File: src/rtl/mem_arbiter_pkg.sv
`default_nettype none
// ============================================================================
//  Module  : mem_arbiter_pkg
//  Purpose : Shared types for the two-port memory arbiter. Holds the owner
//            encoding used by the arbiter state register and a helper that
//            names the competing port.
//  Ports   : (package, no ports)
//  Rev     : 1.0  initial release
// ============================================================================
package mem_arbiter_pkg;

  // Which port currently owns the memory.
  typedef enum logic [1:0] {
    OWN_NONE = 2'd0,
    OWN_P0   = 2'd1,
    OWN_P1   = 2'd2
  } owner_e;

  // The port that competes with the given owner. NONE maps to P0 so that an
  // unowned bus resolves contention in favour of the processor.
  function automatic owner_e other_port(input owner_e own);
    other_port = (own == OWN_P0) ? OWN_P1 : OWN_P0;
  endfunction

endpackage
`default_nettype wire

File: src/rtl/mem_arbiter_if.sv
`default_nettype none
// ============================================================================
//  Module  : mem_arbiter_if
//  Purpose : One requester port of the memory arbiter.
//  Ports   : req/we/addr/wdata  requester -> arbiter (held until gnt seen)
//            gnt                arbiter -> requester, combinational accept
//            rvalid/rdata       arbiter -> requester, read response
//  Modports: master (requester side), slave (arbiter side)
//  Rev     : 1.0  initial release
// ============================================================================
interface mem_arbiter_if #(
  parameter int AW = 8,
  parameter int DW = 8
);
  logic          req;
  logic          we;
  logic [AW-1:0] addr;
  logic [DW-1:0] wdata;
  logic          gnt;
  logic          rvalid;
  logic [DW-1:0] rdata;

  modport master (
    output req, we, addr, wdata,
    input  gnt, rvalid, rdata
  );

  modport slave (
    input  req, we, addr, wdata,
    output gnt, rvalid, rdata
  );
endinterface
`default_nettype wire

File: src/rtl/mem_arbiter.sv
`default_nettype none
// ============================================================================
//  Module  : mem_arbiter
//  Purpose : Shares one synchronous-read memory between port 0 (processor)
//            and port 1 (loader/debug). One access per cycle; the owner may
//            keep the memory for at most MAX_HOLD consecutive cycles while
//            the other port is waiting.
//  Ports   : clk        system clock, rising edge
//            reset      asynchronous active-high reset
//            p0, p1     requester ports (mem_arbiter_if.slave)
//            mem_addr   address to memory
//            mem_wdata  write data to memory
//            mem_write  memory write strobe
//            mem_rdata  memory read data, valid the cycle after the address
//  Rev     : 1.0  initial release
// ============================================================================
module mem_arbiter
  import mem_arbiter_pkg::*;
#(
  parameter int AW       = 8,
  parameter int DW       = 8,
  parameter int MAX_HOLD = 4
) (
  input  logic          clk,
  input  logic          reset,
  mem_arbiter_if.slave  p0,
  mem_arbiter_if.slave  p1,
  output logic [AW-1:0] mem_addr,
  output logic [DW-1:0] mem_wdata,
  output logic          mem_write,
  input  logic [DW-1:0] mem_rdata
);

  localparam int                   c_hold_w   = $clog2(MAX_HOLD + 1);
  localparam logic [c_hold_w-1:0]  c_hold_max = c_hold_w'(MAX_HOLD);
  localparam logic [c_hold_w-1:0]  c_hold_one = c_hold_w'(1);

  owner_e              r_owner;
  owner_e              w_owner_nxt;
  owner_e              w_winner;
  logic [c_hold_w-1:0] r_hold_cnt;
  logic [c_hold_w-1:0] w_hold_nxt;
  logic                r_p0_rvalid;
  logic                r_p1_rvalid;

  // Winner selection. Held in reset so nothing reaches memory while reset
  // is high, even with requests pending.
  always_comb begin
    w_winner = OWN_NONE;
    if (!reset) begin
      case ({p1.req, p0.req})
        2'b01:   w_winner = OWN_P0;
        2'b10:   w_winner = OWN_P1;
        2'b11: begin
          if (r_owner == OWN_NONE)
            w_winner = OWN_P0;
          else if (r_hold_cnt < c_hold_max)
            w_winner = r_owner;
          else
            w_winner = other_port(r_owner);
        end
        default: w_winner = OWN_NONE;
      endcase
    end
  end

  // Next owner / hold count. The count keeps running during uncontended
  // ownership but only matters once both ports request.
  always_comb begin
    w_owner_nxt = w_winner;
    w_hold_nxt  = '0;
    if (w_winner == OWN_NONE)
      w_hold_nxt = '0;
    else if (w_winner == r_owner)
      w_hold_nxt = (r_hold_cnt >= c_hold_max) ? c_hold_max : r_hold_cnt + c_hold_one;
    else
      w_hold_nxt = c_hold_one;
  end

  always_ff @(posedge clk or posedge reset) begin
    if (reset) begin
      r_owner    <= OWN_NONE;
      r_hold_cnt <= '0;
    end else begin
      r_owner    <= w_owner_nxt;
      r_hold_cnt <= w_hold_nxt;
    end
  end

  // Memory request mux.
  always_comb begin
    mem_addr  = '0;
    mem_wdata = '0;
    mem_write = 1'b0;
    case (w_winner)
      OWN_P0: begin
        mem_addr  = p0.addr;
        mem_wdata = p0.wdata;
        mem_write = p0.we;
      end
      OWN_P1: begin
        mem_addr  = p1.addr;
        mem_wdata = p1.wdata;
        mem_write = p1.we;
      end
      default: begin
        mem_addr  = '0;
        mem_wdata = '0;
        mem_write = 1'b0;
      end
    endcase
  end

  assign p0.gnt = (w_winner == OWN_P0);
  assign p1.gnt = (w_winner == OWN_P1);

  // Read response tracks the memory's one-cycle read latency.
  always_ff @(posedge clk or posedge reset) begin
    if (reset) begin
      r_p0_rvalid <= 1'b0;
      r_p1_rvalid <= 1'b0;
    end else begin
      r_p0_rvalid <= p0.gnt & ~p0.we;
      r_p1_rvalid <= p1.gnt & ~p1.we;
    end
  end

  assign p0.rvalid = r_p0_rvalid;
  assign p1.rvalid = r_p1_rvalid;
  assign p0.rdata  = r_p0_rvalid ? mem_rdata : '0;
  assign p1.rdata  = r_p1_rvalid ? mem_rdata : '0;

endmodule
`default_nettype wire

File: src/flat_wrapper.sv
// flat-port wrapper written by rule: the top's interface ports become plain ports
module mem_arbiter_flat import mem_arbiter_pkg::*;
#(
  parameter int AW       = 8,
  parameter int DW       = 8,
  parameter int MAX_HOLD = 4
)
  (clk, reset, mem_addr, mem_wdata, mem_write, mem_rdata, p0_req, p0_we, p0_addr, p0_wdata, p0_gnt, p0_rvalid, p0_rdata, p1_req, p1_we, p1_addr, p1_wdata, p1_gnt, p1_rvalid, p1_rdata);
  mem_arbiter_if #(.AW(AW), .DW(DW)) p0_i ();
  mem_arbiter_if #(.AW(AW), .DW(DW)) p1_i ();
  input  logic clk;
  input  logic reset;
  output logic [AW-1:0] mem_addr;
  output logic [DW-1:0] mem_wdata;
  output logic mem_write;
  input  logic [DW-1:0] mem_rdata;
  input wire logic [$bits(p0_i.req)-1:0] p0_req;
  input wire logic [$bits(p0_i.we)-1:0] p0_we;
  input wire logic [$bits(p0_i.addr)-1:0] p0_addr;
  input wire logic [$bits(p0_i.wdata)-1:0] p0_wdata;
  output wire logic [$bits(p0_i.gnt)-1:0] p0_gnt;
  output wire logic [$bits(p0_i.rvalid)-1:0] p0_rvalid;
  output wire logic [$bits(p0_i.rdata)-1:0] p0_rdata;
  input wire logic [$bits(p1_i.req)-1:0] p1_req;
  input wire logic [$bits(p1_i.we)-1:0] p1_we;
  input wire logic [$bits(p1_i.addr)-1:0] p1_addr;
  input wire logic [$bits(p1_i.wdata)-1:0] p1_wdata;
  output wire logic [$bits(p1_i.gnt)-1:0] p1_gnt;
  output wire logic [$bits(p1_i.rvalid)-1:0] p1_rvalid;
  output wire logic [$bits(p1_i.rdata)-1:0] p1_rdata;
  assign p0_i.req = p0_req;
  assign p0_i.we = p0_we;
  assign p0_i.addr = p0_addr;
  assign p0_i.wdata = p0_wdata;
  assign p0_gnt = p0_i.gnt;
  assign p0_rvalid = p0_i.rvalid;
  assign p0_rdata = p0_i.rdata;
  assign p1_i.req = p1_req;
  assign p1_i.we = p1_we;
  assign p1_i.addr = p1_addr;
  assign p1_i.wdata = p1_wdata;
  assign p1_gnt = p1_i.gnt;
  assign p1_rvalid = p1_i.rvalid;
  assign p1_rdata = p1_i.rdata;
  mem_arbiter #(.AW(AW), .DW(DW), .MAX_HOLD(MAX_HOLD)) u_core (.clk(clk), .reset(reset), .p0(p0_i), .p1(p1_i), .mem_addr(mem_addr), .mem_wdata(mem_wdata), .mem_write(mem_write), .mem_rdata(mem_rdata));
endmodule
File: config.mk
export PLATFORM = sky130hd
export DESIGN_NAME = mem_arbiter_flat
export DESIGN_NICKNAME = d
export VERILOG_FILES = /design/src/rtl/mem_arbiter_pkg.sv /design/src/rtl/mem_arbiter_if.sv /design/src/rtl/mem_arbiter.sv /design/src/flat_wrapper.sv
export SDC_FILE = /design/constraint.sdc
export NUM_CORES = 1
export LEC_CHECK = 0
export ABC_AREA = 0
export CORE_UTILIZATION = 32
export CTS_BUF_LIST = sky130_fd_sc_hd__clkbuf_2
export DETAILED_ROUTE_END_ITERATION = 8
export PLACE_DENSITY = 0.89
export SLEW_MARGIN = 20
export SYNTH_ARGS = -nofsm -noshare
export SYNTH_HDL_FRONTEND = slang
export SYNTH_SLANG_ARGS = --single-unit
File: constraint.sdc
create_clock -name clk -period 4 [get_ports clk]
set_input_delay 0.6 -clock clk [delete_from_list [all_inputs] [get_ports clk]]
set_output_delay 0.6 -clock clk [all_outputs]
set_load 0.05 [all_outputs]
## Yosys cells after proc, flatten, opt, wreduce, memory -nomap -nowiden

Cells that the tools add are included.
W data, S select, Z words.

- Add/subtract/negate cells: 1
- Magnitude comparators: 2
- Equal/unequal tests: 7
- Muxes and demuxes: 13
- Bitwise operators: 4
- Reduce and logical (&&, ||, !) cells: 2

Operator list:

| operator | count |
|---|---|
| $pmux W8 S2 | 2 |
| $mux W8 | 2 |
| $mux W3 | 3 |
| $mux W2 | 4 |
| $eq A2 B1 Y1 const B | 3 |
| $eq A2 B2 Y1 const B | 3 |
| $pmux W2 S3 | 1 |
| $logic_not A2 Y1 | 2 |
| $add A3 B1 Y3 const B | 1 |
| $ge A3 B3 Y1 const B | 1 |
| $lt A3 B3 Y1 const B | 1 |
| $and A1 B1 Y1 | 2 |
| $eq A2 B2 Y1 | 1 |
| $not A1 Y1 | 2 |
| $pmux W1 S2 | 1 |

- Register bits: 7
- Output and inout bits: 37
- Logic and storage cells: 33

## Depth between registers and ports, before layout

- Depth in word-level cells: 9
- Depth in mapped cells: 8
- Depth with buffers taken out: 6

## Worst setup path after synthesis

Ideal clock, no wire load.

- Path type: in2out
- Start point: input reset
- End point: output mem_addr[0]
- Data arrival time: 2.864 ns
- Setup slack: 0.536 ns
- Stages on the path: 7
- Buffers on the path: 1
- Cells stage by stage: inv_1 nand2_1 a31oi_1 ha_1 clkbuf_1 a22oi_1 nor2b_1

- Word-level cells in the longest chain between the ends: 3
- Elaborated cells on any way between the ends: 4

RTL lines:

| item | RTL line | RTL |
|---|---|---|
| start: declaration | flat_wrapper.sv:12 | `input logic reset;` |
| $mux W2 | mem_arbiter.sv:50 | `if (!reset) begin` |
| via u_core.w_owner_nxt[1] | mem_arbiter.sv:39 | `owner_e w_owner_nxt;` |
| $eq A2 B2 Y1 | n/a |  |
| via p1_gnt | flat_wrapper.sv:28 | `output wire logic [$bits(p1_i.gnt)-1:0] p1_gnt;` |
| $pmux W8 S2 | mem_arbiter.sv:95 | `case (w_winner)` |
| end: declaration | flat_wrapper.sv:13 | `output logic [AW-1:0] mem_addr;` |

The timed path passes the listed nets, and every way through them passes these cells.

## Final worst setup path

- Start point: input reset
- End point: output p0_gnt

- Word-level cells in the longest chain between the ends: 2

RTL lines:

| item | RTL line | RTL |
|---|---|---|
| $mux W2 | mem_arbiter.sv:50 |  |
| $eq A2 B1 Y1 | mem_arbiter.sv:114 | `assign p0.gnt = (w_winner == OWN_P0);` |
| end: declaration | flat_wrapper.sv:21 | `output wire logic [$bits(p0_i.gnt)-1:0] p0_gnt;` |

No other way between the ends.

==> run metrics <==
outcome=completed; nets=232; Post-synth ARST share=100%; DRT antenna net count=0; Fin Clk Skew=0.00106 ns; Post-Route WL=2920 um; top-area cell type share of the netlist area=22.2%; GRT Util Overall=23.5%; Worst Setup End Kind=output pin; Final Max Slew Viols=0; antenna violations before repair=0; unrepaired setup endpoints after global routing=no; vias=1046; CORE AREA=0.00228 sq mm; Synth Warn #=0; pin count of the biggest net entering global routing=20; Hold Fails Final Rpt=0; worst path required time=3.40 ns; CTS sink count=7; Vias/cell=5.05; most numerous cell in the Yosys netlist=nor2b_1; post-synth net total=148; drt pass-1 iters=4; latest clock arrival within the worst-skew pair=0.23 ns; area grow syn2layout=105%; post_cts resized=0; # port buffers=82; Die W=51.7 um; power per cell area=177 mW/mm^2; Clock Tree Buf Depth=2; CP max FO=19; setup TNS=0 ns; Die Span Y=51.7 um; Worst Tran Pin Value=0.628 ns; flops & latches, synth=7; GRT overflow=0; static leakage=0.666 nW; clock tree from TritonCTS=built; Crit Path Category=in2out; Final min period=3.64 ns; Max-slew headroom=58.1%; setup bufs post-CTS=0; largest cells by area after synthesis=dfrtp_1 22%, a22oi_1 16%, nor2b_1 15%, and2_1 13%, ha_1 9.5%; Design Area, Final=0.00162 sq mm; maximum capacitance violations=0; synth unique cells=26; post-synthesis sequential area ratio=22.2%; Synth top cells by count=19 x nor2b_1, 17 x a22oi_1, 16 x and2_1; Iteration-0 DRC Markers=6; setup ws final=0.364 ns; number of enable flip-flop cells after synthesis=0; DIE AREA=0.00267 sq mm; dpl ws=0.378 ns; maximum vdd drop=0.126 mV; vias in the first global route=1065; fin util=71.0%; IO Count=83; DR DRC count=0; Yosys top cell by area=dfrtp_1; Setup violations, final=0; Rows=17; wire length per cell=14.1 um; syn avg cell area=8.22 sq um; worst min path class=reg2reg; first-pass GRT wire length=4580 um; Startpoint Class=primary input; GPL Wtd Cong=0.812; hold buffers post-CTS=0; Worst Path Arrival=3.04 ns; ANT cells=0; Clock transition at path regs=0.07 ns; clk root buf=clkbuf_2; Max Fclk=0.275 GHz; Post-Synthesis Cells=96; Top FF cell, synth=dfrtp_1; placed wire-length estimate=2440 um; Starting Density=34.7%; overall power=286 uW; period utilisation layout=90.9%; Post-DP Area=0.00160 sq mm; H-tree depth=1; synthesized cell area=790 sq um; Layout fillers=189; CTS Buf Count=3; layout cells sized above 1=13.4%
==> power by group <==
part	internal (mW)	total, mW	leakage [nW]	switching (mW)
registers	0.0741	0.0784	0.0940	0.00430
clock network	0.0266	0.0527	0.0166	0.0262
logic	0.0761	0.155	0.555	0.0791
total	0.177	0.286	0.666	0.110
==> worst paths after layout <==
check / start / to / slack, ns / cells after the start
max: reset / p0_gnt / 0.36 / 6
min reg2reg: u_core.r_hold_cnt[2]$_DFF_PP0_ / u_core.r_hold_cnt[1]$_DFF_PP0_ / 0.55 / 1
max in group asynchronous: reset / u_core.p0.rvalid$_DFF_PP0_ / 3.11 / 2
min in group asynchronous: reset / u_core.r_owner[0]$_DFF_PP0_ / 0.67 / 2
max reg2reg: u_core.r_owner[1]$_DFF_PP0_ / u_core.p0.rvalid$_DFF_PP0_ / 2.12 / 5
min: u_core.r_hold_cnt[2]$_DFF_PP0_ / u_core.r_hold_cnt[1]$_DFF_PP0_ / 0.55 / 1
==> cells by family (layout without fill, tap and decap cells) <==
kind of cell	Yosys count	in the layout	synth area share, %
flops	7	7	22.2
compound gates	26	26	25.4
buf+inv	9	92	4.28
mux	1	1	1.27
fa+ha+maj	6	6	9.51
simple gates	47	47	37.4
==> routing by layer <==
layer  GRT usage (%)  up-vias  routed length (um)
met5               0        -                   0
met3            7.31        6                 194
met4            5.41        0                  25
met1            24.1      480                 968
met2            45.7       48                1730
li1                -      512                   -
==> cell usage in the layout, fill, tap and decap left out, drive strengths merged, types with 2 or more instances in the layout <==
cell,netlist,layout
clkdlybuf4s50,0,65
nor2b,19,19
buf,1,18
a22oi,17,17
and2,16,16
dfrtp,7,7
ha,6,6
inv,5,5
clkbuf,3,4
nor2,3,3
nand2b,2,2
a211oi,2,2
==> area by class of cell <==
class | count | area (sq um) | area share, %
timing repair buffer | 83 | 786 | 48.6
inverter | 5 | 18.8 | 1.16
multi-input combinational | 80 | 581 | 35.9
sequential | 7 | 175 | 10.8
clock buffer | 4 | 20.0 | 1.24
tap | 28 | 35.0 | 2.17
==> metrics by stage <==
stage          hold slack, ns  instances
2_1_floorplan           0.412         96
3_3_place_gp            0.534        203
3_5_place_dp            0.536        203
4_1_cts                 0.547        207
5_1_grt                 0.568        207
6_report                0.548        207
==> state kept, by name, summed over array words and instances, names as in the netlist <==
name and flops:
u_core.p0.rvalid 1, u_core.r_owner 2, u_core.r_hold_cnt 3, u_core.p1.rvalid 1
==> critical path, stage by stage <==
cell and delay (ns):
clkdlybuf4s50_1 0.50, inv_1 0.16, nand2_1 0.14, a31o_2 0.14, ha_1 0.56, clkdlybuf4s50_1 0.93
(Power assumes the default switching activity.)
